<file path="config.mk">
export PLATFORM = sky130hd
export DESIGN_NAME = muldiv_unit
export DESIGN_NICKNAME = d
export VERILOG_FILES = /design/src/rtl/muldiv_unit.sv
export SDC_FILE = /design/constraint.sdc
export NUM_CORES = 1
export LEC_CHECK = 0
export BUFFER_PORTS_ARGS = -buffer_cell sky130_fd_sc_hd__buf_4
export CAP_MARGIN = 20
export CORE_MARGIN = 4
export CORE_UTILIZATION = 38
export CTS_CLUSTER_SIZE = 8
export DETAILED_ROUTE_END_ITERATION = 8
export GPL_TIMING_DRIVEN = 0
export SLEW_MARGIN = 20
export SYNTH_ARGS = -nofsm -noshare
export SYNTH_HDL_FRONTEND = slang
export SYNTH_SLANG_ARGS = --single-unit
</file>
<file path="constraint.sdc">
create_clock -name clk -period 15.04 [get_ports clk]
set_clock_uncertainty 0.1 [all_clocks]
set_input_delay 0.752 -clock clk [delete_from_list [all_inputs] [get_ports clk]]
set_output_delay 0.752 -clock clk [all_outputs]
set_load 0.005 [all_outputs]
</file>
<file path="src/rtl/muldiv_unit.sv">
// Iterative RV32M multiply/divide unit.
// Shift-add multiply, restoring divide, W iterations per operation.
module muldiv_unit #(
    parameter int W = 32
) (
    input  logic         clk,
    input  logic         rst_n,
    input  logic         start,
    input  logic [2:0]   op,
    input  logic [W-1:0] N1,
    input  logic [W-1:0] N2,
    input  logic         abort,
    output logic         ready,
    output logic         busy,
    output logic         result_valid,
    output logic [W-1:0] out,
    output logic         flag
);
    localparam int CW = $clog2(W);

    typedef enum logic [1:0] {IDLE, CALC, DONE} state_t;

    state_t          r_state;
    logic [CW-1:0]   r_cnt;
    logic [2:0]      r_op;
    logic            r_neg1;
    logic            r_neg2;
    logic [W-1:0]    r_a;
    logic [W-1:0]    r_b;
    logic [W-1:0]    r_hi;
    logic [W-1:0]    r_lo;

    logic            w_s1;
    logic            w_s2;
    logic            w_neg1;
    logic            w_neg2;
    logic [W-1:0]    w_mag1;
    logic [W-1:0]    w_mag2;
    logic            w_dz;
    logic            w_ovf;
    logic [W-1:0]    w_byp;
    logic [W:0]      w_sum;
    logic            w_ge;
    logic [W-1:0]    w_diff;
    logic [W-1:0]    w_hi_n;
    logic [W-1:0]    w_lo_n;
    logic [2*W-1:0]  w_prod;
    logic [W-1:0]    w_quo;
    logic [W-1:0]    w_rem;
    logic [W-1:0]    w_res;

    // Operand sign/magnitude split and divide bypass detection at accept
    always_comb begin
        w_s1   = (op == 3'b001) || (op == 3'b010) ||
                 (op == 3'b100) || (op == 3'b110);
        w_s2   = (op == 3'b001) || (op == 3'b100) ||
                 (op == 3'b110);
        w_neg1 = w_s1 & N1[W-1];
        w_neg2 = w_s2 & N2[W-1];
        w_mag1 = w_neg1 ? (~N1 + W'(1)) : N1;
        w_mag2 = w_neg2 ? (~N2 + W'(1)) : N2;
        w_dz   = op[2] && (N2 == '0);
        w_ovf  = ((op == 3'b100) || (op == 3'b110)) &&
                 (N1 == {1'b1, {(W-1){1'b0}}}) &&
                 (N2 == '1);
        w_byp  = '0;
        if (w_dz)
            w_byp = op[1] ? N1 : '1;
        else if (w_ovf)
            w_byp = op[1] ? '0 : N1;
    end

    // One multiply or divide step on the {hi, lo} pair
    always_comb begin
        w_sum  = {1'b0, r_hi} + (r_lo[0] ? {1'b0, r_a} : '0);
        w_ge   = {r_hi, r_lo[W-1]} >= {1'b0, r_b};
        w_diff = {r_hi[W-2:0], r_lo[W-1]} - r_b;
        w_hi_n = r_hi;
        w_lo_n = r_lo;
        if (r_op[2]) begin
            w_hi_n = w_ge ? w_diff : {r_hi[W-2:0], r_lo[W-1]};
            w_lo_n = {r_lo[W-2:0], w_ge};
        end else begin
            {w_hi_n, w_lo_n} = {w_sum, r_lo[W-1:1]};
        end
    end

    // Sign correction and result select from the final step
    always_comb begin
        w_prod = {w_hi_n, w_lo_n};
        if (r_neg1 ^ r_neg2)
            w_prod = ~w_prod + (2*W)'(1);
        w_quo = (r_neg1 ^ r_neg2) ? (~w_lo_n + W'(1)) : w_lo_n;
        w_rem = r_neg1 ? (~w_hi_n + W'(1)) : w_hi_n;
        unique case (r_op)
            3'b000:                 w_res = w_prod[W-1:0];
            3'b001, 3'b010, 3'b011: w_res = w_prod[2*W-1:W];
            3'b100, 3'b101:         w_res = w_quo;
            default:                w_res = w_rem;
        endcase
    end

    // Control FSM with registered result, flag and valid pulse
    always_ff @(posedge clk or negedge rst_n) begin
        if (!rst_n) begin
            r_state      <= IDLE;
            r_cnt        <= '0;
            r_op         <= '0;
            r_neg1       <= 1'b0;
            r_neg2       <= 1'b0;
            r_a          <= '0;
            r_b          <= '0;
            r_hi         <= '0;
            r_lo         <= '0;
            out          <= '0;
            flag         <= 1'b0;
            result_valid <= 1'b0;
        end else if (abort) begin
            r_state      <= IDLE;
            r_cnt        <= '0;
            flag         <= 1'b0;
            result_valid <= 1'b0;
        end else begin
            unique case (r_state)
                IDLE: begin
                    result_valid <= 1'b0;
                    flag         <= 1'b0;
                    if (start) begin
                        r_cnt  <= '0;
                        r_op   <= op;
                        r_neg1 <= w_neg1;
                        r_neg2 <= w_neg2;
                        r_a    <= w_mag1;
                        r_b    <= w_mag2;
                        r_hi   <= '0;
                        r_lo   <= op[2] ? w_mag1 : w_mag2;
                        if (w_dz || w_ovf) begin
                            r_state      <= DONE;
                            out          <= w_byp;
                            flag         <= 1'b1;
                            result_valid <= 1'b1;
                        end else begin
                            r_state <= CALC;
                        end
                    end
                end
                CALC: begin
                    r_hi <= w_hi_n;
                    r_lo <= w_lo_n;
                    if (r_cnt == CW'(W-1)) begin
                        r_state      <= DONE;
                        r_cnt        <= '0;
                        out          <= w_res;
                        result_valid <= 1'b1;
                    end else begin
                        r_cnt <= r_cnt + CW'(1);
                    end
                end
                default: begin
                    r_state      <= IDLE;
                    flag         <= 1'b0;
                    result_valid <= 1'b0;
                end
            endcase
        end
    end

    assign ready = (r_state == IDLE);
    assign busy  = (r_state == CALC) || (r_state == DONE);

endmodule
</file>
==> summary.md <==
| Metric | Value |
|---|---|
| Unique masters post-synth | between 90 and 100 |
| Synthesized area | ~0.017 mm^2 |
| F_max | around 0.15 GHz |
| Sink Count | 174 |
| Tot GR Track Use | 0.326 |
| Iter 0 DRT Violations | ~2600 |
| Skew-Pair Late Insertion Delay | between 400 and 500 ps |
| Seq/Total Area, Yosys | 0.259 |
| Clock root buffer | clkbuf_16 |
| Min-Delay Path Class | input port to async pin |
| Max cap viols | 0 |
| Post-CTS setup buffers | 0 |
| Htree depth | 4 |
| Area post-placement | 0.0184 mm^2 |
| Final worst-path cycle share | 0.450 |
| Area grow syn2layout | 13.5% |
| First-pass GRT wire length | ~120000 um |
| Crit Path Class | flip-flop to flip-flop |
| Mapped Nets | about 2400 |
| Port Buffers | approximately 110 |
| Peak supply drop | ~0.00013 V |
| Fillers | between 4000 and 5000 |
| Average wire per standard cell | between 20 and 30 um |
| Endpoints failing setup | 0 |
| # hold bufs at CTS | 0 |
| Area taken by multi-input logic gates | 0.0116 mm^2 |
| WP data required | 15270 ps |
| # resized after CTS | 0 |
| # IOs | around 110 |
| Die X | 219 um |
| Commonest non-fill, non-tap cells in the layout | 318 x nand2_1, 260 x o21ai_0, 174 x dfrtp_1, 166 x a21oi_1, 144 x nor2_1 |
| Total CTS buffers | 17 |
| Fin area | around 0.019 mm^2 |
| Tmin final | ~6800 ps |
| Initial antenna violation count | 3 |
| Die Span Y | 219 um |
| Number of flops mapped to enable cells by yosys | 0 |
| Average size of a mapped cell | roughly 7.5 um^2 |
| First-pass DRT Iterations | 7 |
| Num rows | 76 |
| Status | finished clean |
| Vias in the first global route | 17500 |
| R2R Path Start | r_hi[11] |
| Mapped Cells | 2231 |
| CP endpoint kind | flip-flop |
| Final hold violations | 0 |
| Routed vias/inst | approximately 6.3 |
| Placer congestion estimate | around 1.0 |
| Crit path arrival time | about 7000 ps |
| # DRC | 0 |
| P_leak | around 8.1 nW |
| Headroom to the max-slew limit | 0.230 |
| Post-layout util | 0.440 |
| Pin count of the biggest net entering global routing | 69 |
| Final TNS setup | 0 ps |
| Die Footprint | approximately 0.048 mm^2 |
| Register Area | ~0.0044 mm^2 |
| Asr flop ratio synth | 1.00 |
| Max-slew violation count | 0 |
| Post-DP HPWL | roughly 65000 um |
| CP startpoint kind | flip-flop |
| Worst-Margin Slew | around 1100 ps |
| Layout Nets | ~2500 |
| Synth Warn # | 0 |
| PD cells | 283 mW/mm^2 |
| Final wirelength | 80000 um |
| Fraction of layout instances using a drive strength above 1 | 0.0894 |
| Ys flop type | dfrtp_1 |
| Routed Antenna Nets | 0 |
| Initial Util | 0.388 |
| Clock buffer depth | 2 |
| Worst setup startpoint | r_hi[11] |
| CTS clk-pin slew, worst paths | approximately 80 ps |
| Final Power | ~0.0054 W |
| RSZ-0062 raised after global routing | no |
| Crit path max fanout | 8 |
| CTS tree | built |
| Vias | between 15000 and 20000 |
| Global route total overflow | 0 |
| Core Region | approximately 0.043 mm^2 |
| Most common cell after layout, fill and taps aside | nand2_1 |
| Synth Register Bits | ~170 |
[worst max-delay path, stage by stage (launching register included)]
cell,delay (ps)
dfrtp_1,540
ha_1,300
buf_4,160
a21oi_1,210
o21ai_1,130
a221o_1,410
o2111ai_2,510
a21oi_1,430
a21oi_1,460
ha_1,270
and2_1,190
nand4_1,220
nor4_1,510
nor2b_1,400
and2_1,180
clkbuf_1,350
nand3_2,180
o41ai_1,400
xor2_1,120
a222oi_1,460
o21ai_1,100
[through the flow]
stage               hold slack (ps)  setup WS, ps  cells
global placement                358          8500   2922
finish                         63.9          8270   2958
global route                   80.9          7930   2956
detailed placement              361          8560   2924
floorplan                       339         10230   2231
CTS                            65.9          8520   2956
[cell type report]
type	instances	area share
sequential	174	0.228
tap	585	0.0383
buffer	140	0.0300
multi-input combinational	1839	0.608
timing repair buffer	108	0.0449
antenna	2	0.000262
clock buffer	17	0.0223
clock inverter	15	0.0132
inverter	78	0.0153
[layer usage]
metal,GRT usage,up-vias,routed length (um)
met5,0,-,39
met4,0.141,6,3790
met3,0.0620,179,7310
met2,0.504,1072,35100
met1,0.446,9122,33800
li1,-,8322,-
[Yosys cell counts, types with 12 or more instances]
| cell type | instances | area, um^2 |
|---|---|---|
| nand2_1 | 318 | 1190 |
| o21ai_0 | 260 | 1300 |
| dfrtp_1 | 174 | 4350 |
| a21oi_1 | 166 | 831 |
| nor2_1 | 144 | 541 |
| clkbuf_1 | 109 | 409 |
| xnor2_1 | 94 | 823 |
| xor2_1 | 85 | 744 |
| inv_1 | 77 | 289 |
| ha_1 | 73 | 913 |
| mux2i_1 | 63 | 631 |
| nor3_1 | 57 | 285 |
| nand3_1 | 48 | 240 |
| and2_1 | 47 | 294 |
| a31oi_1 | 35 | 219 |
| nand4_1 | 33 | 206 |
| o31ai_1 | 31 | 233 |
| a21o_1 | 29 | 218 |
| o211ai_1 | 24 | 180 |
| nand2b_1 | 20 | 125 |
| o22ai_1 | 19 | 119 |
| a211oi_1 | 18 | 135 |
| nor4_1 | 18 | 113 |
| o21a_1 | 17 | 128 |
| or3_1 | 16 | 100 |
| nor2b_1 | 15 | 93.8 |
| o41ai_1 | 15 | 131 |
| a22o_1 | 14 | 123 |
| buf_2 | 14 | 70.1 |
| and3_1 | 12 | 75.1 |
[power breakdown]
group | switching, W | leakage (nW) | internal (W)
Sequential | 0.000199 | 2.24 | 0.000658
Clock | 0.000227 | 0.327 | 0.000302
Combinational | 0.00274 | 5.54 | 0.00129
[registers in the layout, summed over array words and instances (netlist names)]
signal	flops
r_a	32
r_neg1	1
r_op	3
flag	1
r_neg2	1
r_b	32
r_lo	32
r_hi	32
result_valid	1
r_state	2
r_cnt	5
out	32
[final timing paths]
path	depth (start not counted)	endpoint	slack, ps
min in group clk	2	r_state[1]	380
max reg2reg	20	out[30]	8270
max	20	out[30]	8270
max in group asynchronous	3	r_b[21]	13730
min reg2reg	2	r_state[1]	380
min	1	r_hi[26]	60
[cells by family after synthesis]
kind of cell | count (synthesis) | share of synthesized area
xor gates and xnor gates | 179 | 0.0931
muxes | 71 | 0.0428
buffers and inverters | 218 | 0.0514
DFF | 174 | 0.259
AOI/OAI and AO/OA | 732 | 0.275
adders and majority gates | 75 | 0.0566
and+or+nand+nor | 782 | 0.223
No activity file was read; power rests on OpenSTA's default activity.
